<file path="src/rtl/motoro3_hall_decoder.sv">
// Hall sensor sync/debounce/sector decoder reporting direction, edge period, stall and sequence errors.
// Latency: DEBOUNCE_CYC+3 cycles from a stable raw input change to outputs; no backpressure (free-running sensor input).
module motoro3_hall_decoder #(
    parameter int DEBOUNCE_CYC = 16,
    parameter int PERIOD_W     = 25,
    parameter int TIMEOUT      = 10_000_000
) (
    input  logic                clk,
    input  logic                nRst,
    input  logic                hallA,
    input  logic                hallB,
    input  logic                hallC,
    input  logic                clrErr,
    output logic [2:0]          hStep,
    output logic                hValid,
    output logic                hDir,
    output logic                hEdge,
    output logic [PERIOD_W-1:0] hPeriod,
    output logic                hPeriodValid,
    output logic                hStall,
    output logic                hErr,
    output logic [7:0]          hErrCnt
);

    localparam int                  DEB_W   = $clog2(DEBOUNCE_CYC + 1);
    localparam logic [DEB_W-1:0]    DEB_MAX = DEB_W'(DEBOUNCE_CYC);
    localparam logic [PERIOD_W-1:0] TMO     = PERIOD_W'(TIMEOUT);

    typedef enum logic [1:0] {NOREF, ONE, RUN} state_t;

    logic [2:0]          sync1_q, sync1_d, sync2_q, sync2_d;
    logic [2:0]          cand_q, cand_d, acc_q, acc_d;
    logic [DEB_W-1:0]    deb_cnt_q, deb_cnt_d;
    state_t              state_q, state_d;
    logic [2:0]          step_q, step_d;
    logic                valid_q, valid_d, dir_q, dir_d, edge_q, edge_d;
    logic                pv_q, pv_d, stall_q, stall_d, err_q, err_d;
    logic                dir_known_q, dir_known_d;
    logic [PERIOD_W-1:0] period_q, period_d, cnt_q, cnt_d;
    logic [7:0]          err_cnt_q, err_cnt_d;

    logic                accept, new_ok, err_evt;
    logic [2:0]          new_step;
    logic [3:0]          delta;
    logic [PERIOD_W-1:0] cnt_inc;

    function automatic logic [2:0] sector(input logic [2:0] code);
        case (code)
            3'b100:  return 3'd0;
            3'b110:  return 3'd1;
            3'b010:  return 3'd2;
            3'b011:  return 3'd3;
            3'b001:  return 3'd4;
            3'b101:  return 3'd5;
            default: return 3'd7;
        endcase
    endfunction

    // Debounce: the counter measures how long the synchronised code has matched the candidate.
    always_comb begin
        sync1_d   = {hallA, hallB, hallC};
        sync2_d   = sync1_q;
        cand_d    = sync2_q;
        deb_cnt_d = deb_cnt_q;
        if (sync2_q != cand_q) begin
            deb_cnt_d = DEB_W'(1);
        end else if (deb_cnt_q != DEB_MAX) begin
            deb_cnt_d = deb_cnt_q + 1'b1;
        end
    end

    always_comb begin
        accept   = (deb_cnt_q == DEB_MAX) && (cand_q != acc_q);
        new_step = sector(cand_q);
        new_ok   = (new_step != 3'd7);
        delta    = {1'b0, new_step} + 4'd6 - {1'b0, step_q};
        if (delta >= 4'd6) begin
            delta = delta - 4'd6;
        end
        cnt_inc  = (cnt_q >= TMO) ? TMO : cnt_q + 1'b1;
    end

    always_comb begin
        state_d     = state_q;
        acc_d       = acc_q;
        step_d      = step_q;
        valid_d     = valid_q;
        dir_d       = dir_q;
        dir_known_d = dir_known_q;
        edge_d      = 1'b0;
        err_evt     = 1'b0;
        period_d    = period_q;
        pv_d        = pv_q;
        stall_d     = stall_q;
        cnt_d       = cnt_q;

        if (state_q != NOREF) begin
            cnt_d = cnt_inc;
            if (cnt_inc == TMO) begin
                stall_d = 1'b1;
                pv_d    = 1'b0;
                state_d = ONE;
            end
        end

        // Anything accepted this cycle overrides the timeout path, so an edge beats a stall.
        if (accept) begin
            acc_d = cand_q;
            if (!new_ok) begin
                err_evt     = 1'b1;
                step_d      = 3'd7;
                valid_d     = 1'b0;
                pv_d        = 1'b0;
                cnt_d       = '0;
                dir_known_d = 1'b0;
                state_d     = NOREF;
            end else if (state_q == NOREF) begin
                step_d      = new_step;
                valid_d     = 1'b1;
                cnt_d       = '0;
                dir_known_d = 1'b0;
                state_d     = ONE;
            end else if (delta == 4'd1 || delta == 4'd5) begin
                edge_d      = 1'b1;
                step_d      = new_step;
                stall_d     = 1'b0;
                cnt_d       = '0;
                dir_known_d = 1'b1;
                if (((delta == 4'd1) == dir_q) && !stall_q && dir_known_q) begin
                    period_d = cnt_inc;
                    pv_d     = 1'b1;
                    state_d  = RUN;
                end else begin
                    dir_d    = (delta == 4'd1);
                    pv_d     = 1'b0;
                    state_d  = ONE;
                end
            end else begin
                err_evt = 1'b1;
                step_d  = new_step;
                pv_d    = 1'b0;
                cnt_d   = '0;
                state_d = ONE;
            end
        end

        err_d     = err_evt;
        err_cnt_d = err_cnt_q;
        if (clrErr) begin
            err_cnt_d = '0;
        end else if (err_evt && err_cnt_q != 8'hFF) begin
            err_cnt_d = err_cnt_q + 1'b1;
        end
    end

    always_ff @(posedge clk) begin
        if (!nRst) begin
            sync1_q     <= '0;
            sync2_q     <= '0;
            cand_q      <= '0;
            acc_q       <= '0;
            deb_cnt_q   <= '0;
            state_q     <= NOREF;
            step_q      <= 3'd7;
            valid_q     <= 1'b0;
            dir_q       <= 1'b0;
            dir_known_q <= 1'b0;
            edge_q      <= 1'b0;
            period_q    <= '0;
            pv_q        <= 1'b0;
            stall_q     <= 1'b0;
            err_q       <= 1'b0;
            err_cnt_q   <= '0;
            cnt_q       <= '0;
        end else begin
            sync1_q     <= sync1_d;
            sync2_q     <= sync2_d;
            cand_q      <= cand_d;
            acc_q       <= acc_d;
            deb_cnt_q   <= deb_cnt_d;
            state_q     <= state_d;
            step_q      <= step_d;
            valid_q     <= valid_d;
            dir_q       <= dir_d;
            dir_known_q <= dir_known_d;
            edge_q      <= edge_d;
            period_q    <= period_d;
            pv_q        <= pv_d;
            stall_q     <= stall_d;
            err_q       <= err_d;
            err_cnt_q   <= err_cnt_d;
            cnt_q       <= cnt_d;
        end
    end

    assign hStep        = step_q;
    assign hValid       = valid_q;
    assign hDir         = dir_q;
    assign hEdge        = edge_q;
    assign hPeriod      = period_q;
    assign hPeriodValid = pv_q;
    assign hStall       = stall_q;
    assign hErr         = err_q;
    assign hErrCnt      = err_cnt_q;

endmodule

</file>
<file path="config.mk">
export PLATFORM = sky130hd
export DESIGN_NAME = motoro3_hall_decoder
export DESIGN_NICKNAME = d
export VERILOG_FILES = /design/src/rtl/motoro3_hall_decoder.sv
export SDC_FILE = /design/constraint.sdc
export NUM_CORES = 1
export LEC_CHECK = 0
export BUFFER_PORTS_ARGS = -buffer_cell sky130_fd_sc_hd__buf_2
export CORE_UTILIZATION = 50
export CTS_BUF_LIST = sky130_fd_sc_hd__clkbuf_8
export DETAILED_ROUTE_END_ITERATION = 10
export PLACE_DENSITY = 0.72
export REMOVE_ABC_BUFFERS = 1
export SYNTH_ARGS = -nofsm -noshare
export SYNTH_HDL_FRONTEND = slang
export SYNTH_SLANG_ARGS = --single-unit
</file>
<file path="constraint.sdc">
create_clock -name clk -period 3.5 [get_ports clk]
set_input_delay 0.525 -clock clk [delete_from_list [all_inputs] [get_ports clk]]
set_output_delay 0.525 -clock clk [all_outputs]
set_load 0.05 [all_outputs]
</file>
==> flow_metrics.env <==
export IMPL_status="finished, final reports clean"
export IMPL_synth_seq_area_share_pct=38.2
export IMPL_dr_pass1_iters=5
export IMPL_synthFlopType="dfxtp_1"
export IMPL_fin_crit_sh_pct=96.9
export IMPL_area_growth_pct=14.6
export IMPL_first_global_vias=3672
export IMPL_numPortBuffers=47
export IMPL_finalPower_mw=1.88
export IMPL_ios=48
export IMPL_grt_max_degree=31
export IMPL_placed_cell_area_sq_mm=0.00484
export IMPL_synthCells=553
export IMPL_crit_chain="buf_6, nand2_1, o21ai_1, ha_1, inv_1, ha_4, fa_2, ha_4, nand2b_4, mux2i_4, o211ai_1, xnor2_1, nand3b_1, buf_4, or3_4, a21oi_2"
export IMPL_cts_sinks=87
export IMPL_hpwlAfterDp_um=7410
export IMPL_yosysTopAreaCell="dfxtp_1"
export IMPL_wl_per_cell_um=15.9
export IMPL_htree_levels=3
export IMPL_tightest_slew_ns=0.772
export IMPL_worst_setup_path_start_kind="flop"
export IMPL_ys_warn_count=0
export IMPL_setup_ws_ns=0.109
export IMPL_grt_total_usage_pct=23.3
export IMPL_clk_path_buf_depth=2
export IMPL_period_needed_ns=3.39
export IMPL_cts_root_buf="clkbuf_8"
export IMPL_synth_edff_count=0
export IMPL_setup_tns_ns=0
export IMPL_avgSynthCellArea_sq_um=8.24
export IMPL_p_leak_nw=2.08
export IMPL_ys_types=69
export IMPL_fin_cells=704
export IMPL_fin_util_pct=59.6
export IMPL_crit_slowest_cell="fa_2"
export IMPL_powerDensity_mw_per_mm2=360
export IMPL_grt_overflow=0
export IMPL_final_hold_viol_count=0
export IMPL_end_kind="flop"
export IMPL_synthArstFlopShare_pct=0
export IMPL_core_sq_mm=0.00876
export IMPL_synth_area_top_cells="dfxtp_1, nand2_1, xor2_1, a21oi_1, nor2_1"
export IMPL_critPathKind="reg2reg"
export IMPL_rows=34
export IMPL_required_ns=3.81
export IMPL_syn_area_sq_mm=0.00456
export IMPL_initial_core_util_pct=52.0
export IMPL_maxSlewViolCount=0
export IMPL_synth_top_cell_area_share_pct=38.2
export IMPL_setup_viol=0
export IMPL_max_vdd_ir_drop_uv=221
export IMPL_insertion_delay_ns=0.37
export IMPL_vias=4063
export IMPL_clk_pin_slew_ns=0.10
export IMPL_cts_tree="yes"
export IMPL_cts_buffers=9
export IMPL_critPathMaxStageDelay_ns=0.46
export IMPL_fin_hold_ws_ns=0.353
export IMPL_vias_per_cell=5.77
export IMPL_max_slew_margin_rel_pct=48.5
export IMPL_die_area_sq_mm=0.00950
export IMPL_antenna_found_initial=0
export IMPL_die_w_um=97.5
export IMPL_clock_skew_ns=0.0120
export IMPL_crit_fanout=6
export IMPL_ys_seq_elements=87
export IMPL_post_route_drc_count=0
export IMPL_wl_um=11200
export IMPL_hold_path_class="in2reg"
export IMPL_preCtsSetupSlack_ns=-0.0997
export IMPL_dp_cells=681
export IMPL_fin_nets=608
export IMPL_fmax_ghz=0.295
export IMPL_final_area_sq_mm=0.00522
export IMPL_max_cap_viol_count=0
export IMPL_cp_data_arrival_time_ns=3.70
export IMPL_n_antenna_cell=0
export IMPL_die_height_um=97.5
export IMPL_drt_initial_drc_count=190
export IMPL_gp_congestion=0.898
export IMPL_layout_drive_gt1_share_pct=21.1
export IMPL_grt_pass1_wl_um=18000
export IMPL_cpMostUsedCell="ha_4"
export IMPL_ant_nets=0
[area by class of cell]
class	count	area [sq um]
Fill cell	802	3540
Sequential cell	87	1740
Multi-Input combinational cell	405	2630
Timing Repair Buffer	70	433
Inverter	18	67.6
Clock buffer	10	138
Clock inverter	6	75.1
Tap cell	108	135
[cell families after synthesis]
family | share of synthesized area (%)
simple gates | 27.2
buf+inv | 6.29
mux | 1.57
xor+xnor | 8.65
flops | 38.2
compound gates | 14.8
fa+ha+maj | 3.19
[layer usage]
metal / share of wire (%) / track usage [%]
met5: 0 / 0
met4: 1.8 / 8.71
met3: 4.9 / 4.60
met2: 48 / 38.0
met1: 46 / 30.5
[cell usage in the layout, fill, tap and decap left out, types with 7 or more instances in the layout]
cell type,instances
dfxtp_1,85
clkbuf_8,10
buf_2,48
nor2_1,57
and2_1,11
and3_1,9
o21ai_0,9
a21oi_1,45
nand3_1,26
inv_1,16
nor3_1,12
xor2_1,25
buf_4,17
ha_1,7
xnor2_1,18
a311oi_1,8
nand2_1,72
nand4_1,14
[report_power, final]
part / total [mW] / switching, mW / leakage [nW] / internal, mW
Combinational: 0.125 / 0.0644 / 1.27 / 0.0608
Clock: 0.757 / 0.396 / 0.105 / 0.361
Sequential: 1.00 / 0.00454 / 0.703 / 0.996
Total: 1.88 / 0.465 / 2.08 / 1.42
[repair_timing]
action                                  4_1_cts  5_1_grt
pin swaps                                    11       12
buffers inserted                              3        3
hold buffers                                  0        0
cloned                                        0        1
endpoints found under the setup margin       26       27
resized for setup                            15       15
[state kept, by name, summed over array words and instances (netlist names), 2 cells and up]
| name | cells |
|---|---|
| cnt_q | 25 |
| hPeriod | 25 |
| hErrCnt | 8 |
| deb_cnt_q | 5 |
| acc_q | 3 |
| cand_d | 3 |
| cand_q | 3 |
| hStep | 3 |
| sync1_q | 3 |
| state_q | 2 |
[cell usage after synthesis (3+ instances only)]
| cell | n |
|---|---|
| nand3b_1 | 4 |
| xor2_1 | 27 |
| o31ai_1 | 3 |
| nor4_2 | 3 |
| and2_1 | 11 |
| buf_4 | 8 |
| dfxtp_1 | 87 |
| nand4_1 | 14 |
| mux2i_1 | 6 |
| a311oi_1 | 8 |
| clkbuf_1 | 20 |
| nand3_1 | 26 |
| nor3_1 | 12 |
| nand2b_1 | 4 |
| nor2_1 | 57 |
| inv_1 | 17 |
| ha_1 | 10 |
| and3_1 | 9 |
| o21ai_0 | 12 |
| nand2_1 | 72 |
| buf_2 | 8 |
| xnor2_1 | 18 |
| or3_1 | 6 |
| o211ai_1 | 5 |
| buf_1 | 3 |
| a21oi_1 | 46 |
| a211oi_1 | 5 |
[final timing paths]
| check | from | to | slack [ns] | depth (start not counted) |
|---|---|---|---|---|
| worst max-delay path | cand_q[2] | hPeriod[3] | 0.11 | 16 |
| worst max register to register | cand_q[2] | hPeriod[3] | 0.11 | 16 |
| worst min register to register | sync1_q[0] | cand_d[0] | 0.45 | 1 |
| worst min-delay path | hallA | sync1_q[2] | 0.35 | 2 |
[worst max-delay path: cells and delay by family, from the launching register on]
kind | cells | cell delay [ns]
flip-flops | 1 | 0.36
AO/OA/AOI/OAI | 3 | 0.41
adder cells (fa/ha/maj) | 4 | 1.05
AND/OR/NAND/NOR | 4 | 0.68
buffers and inverters | 3 | 0.38
multiplexers | 1 | 0.15
XOR/XNOR | 1 | 0.28
Note: power is estimated with default switching activity, not from simulation.
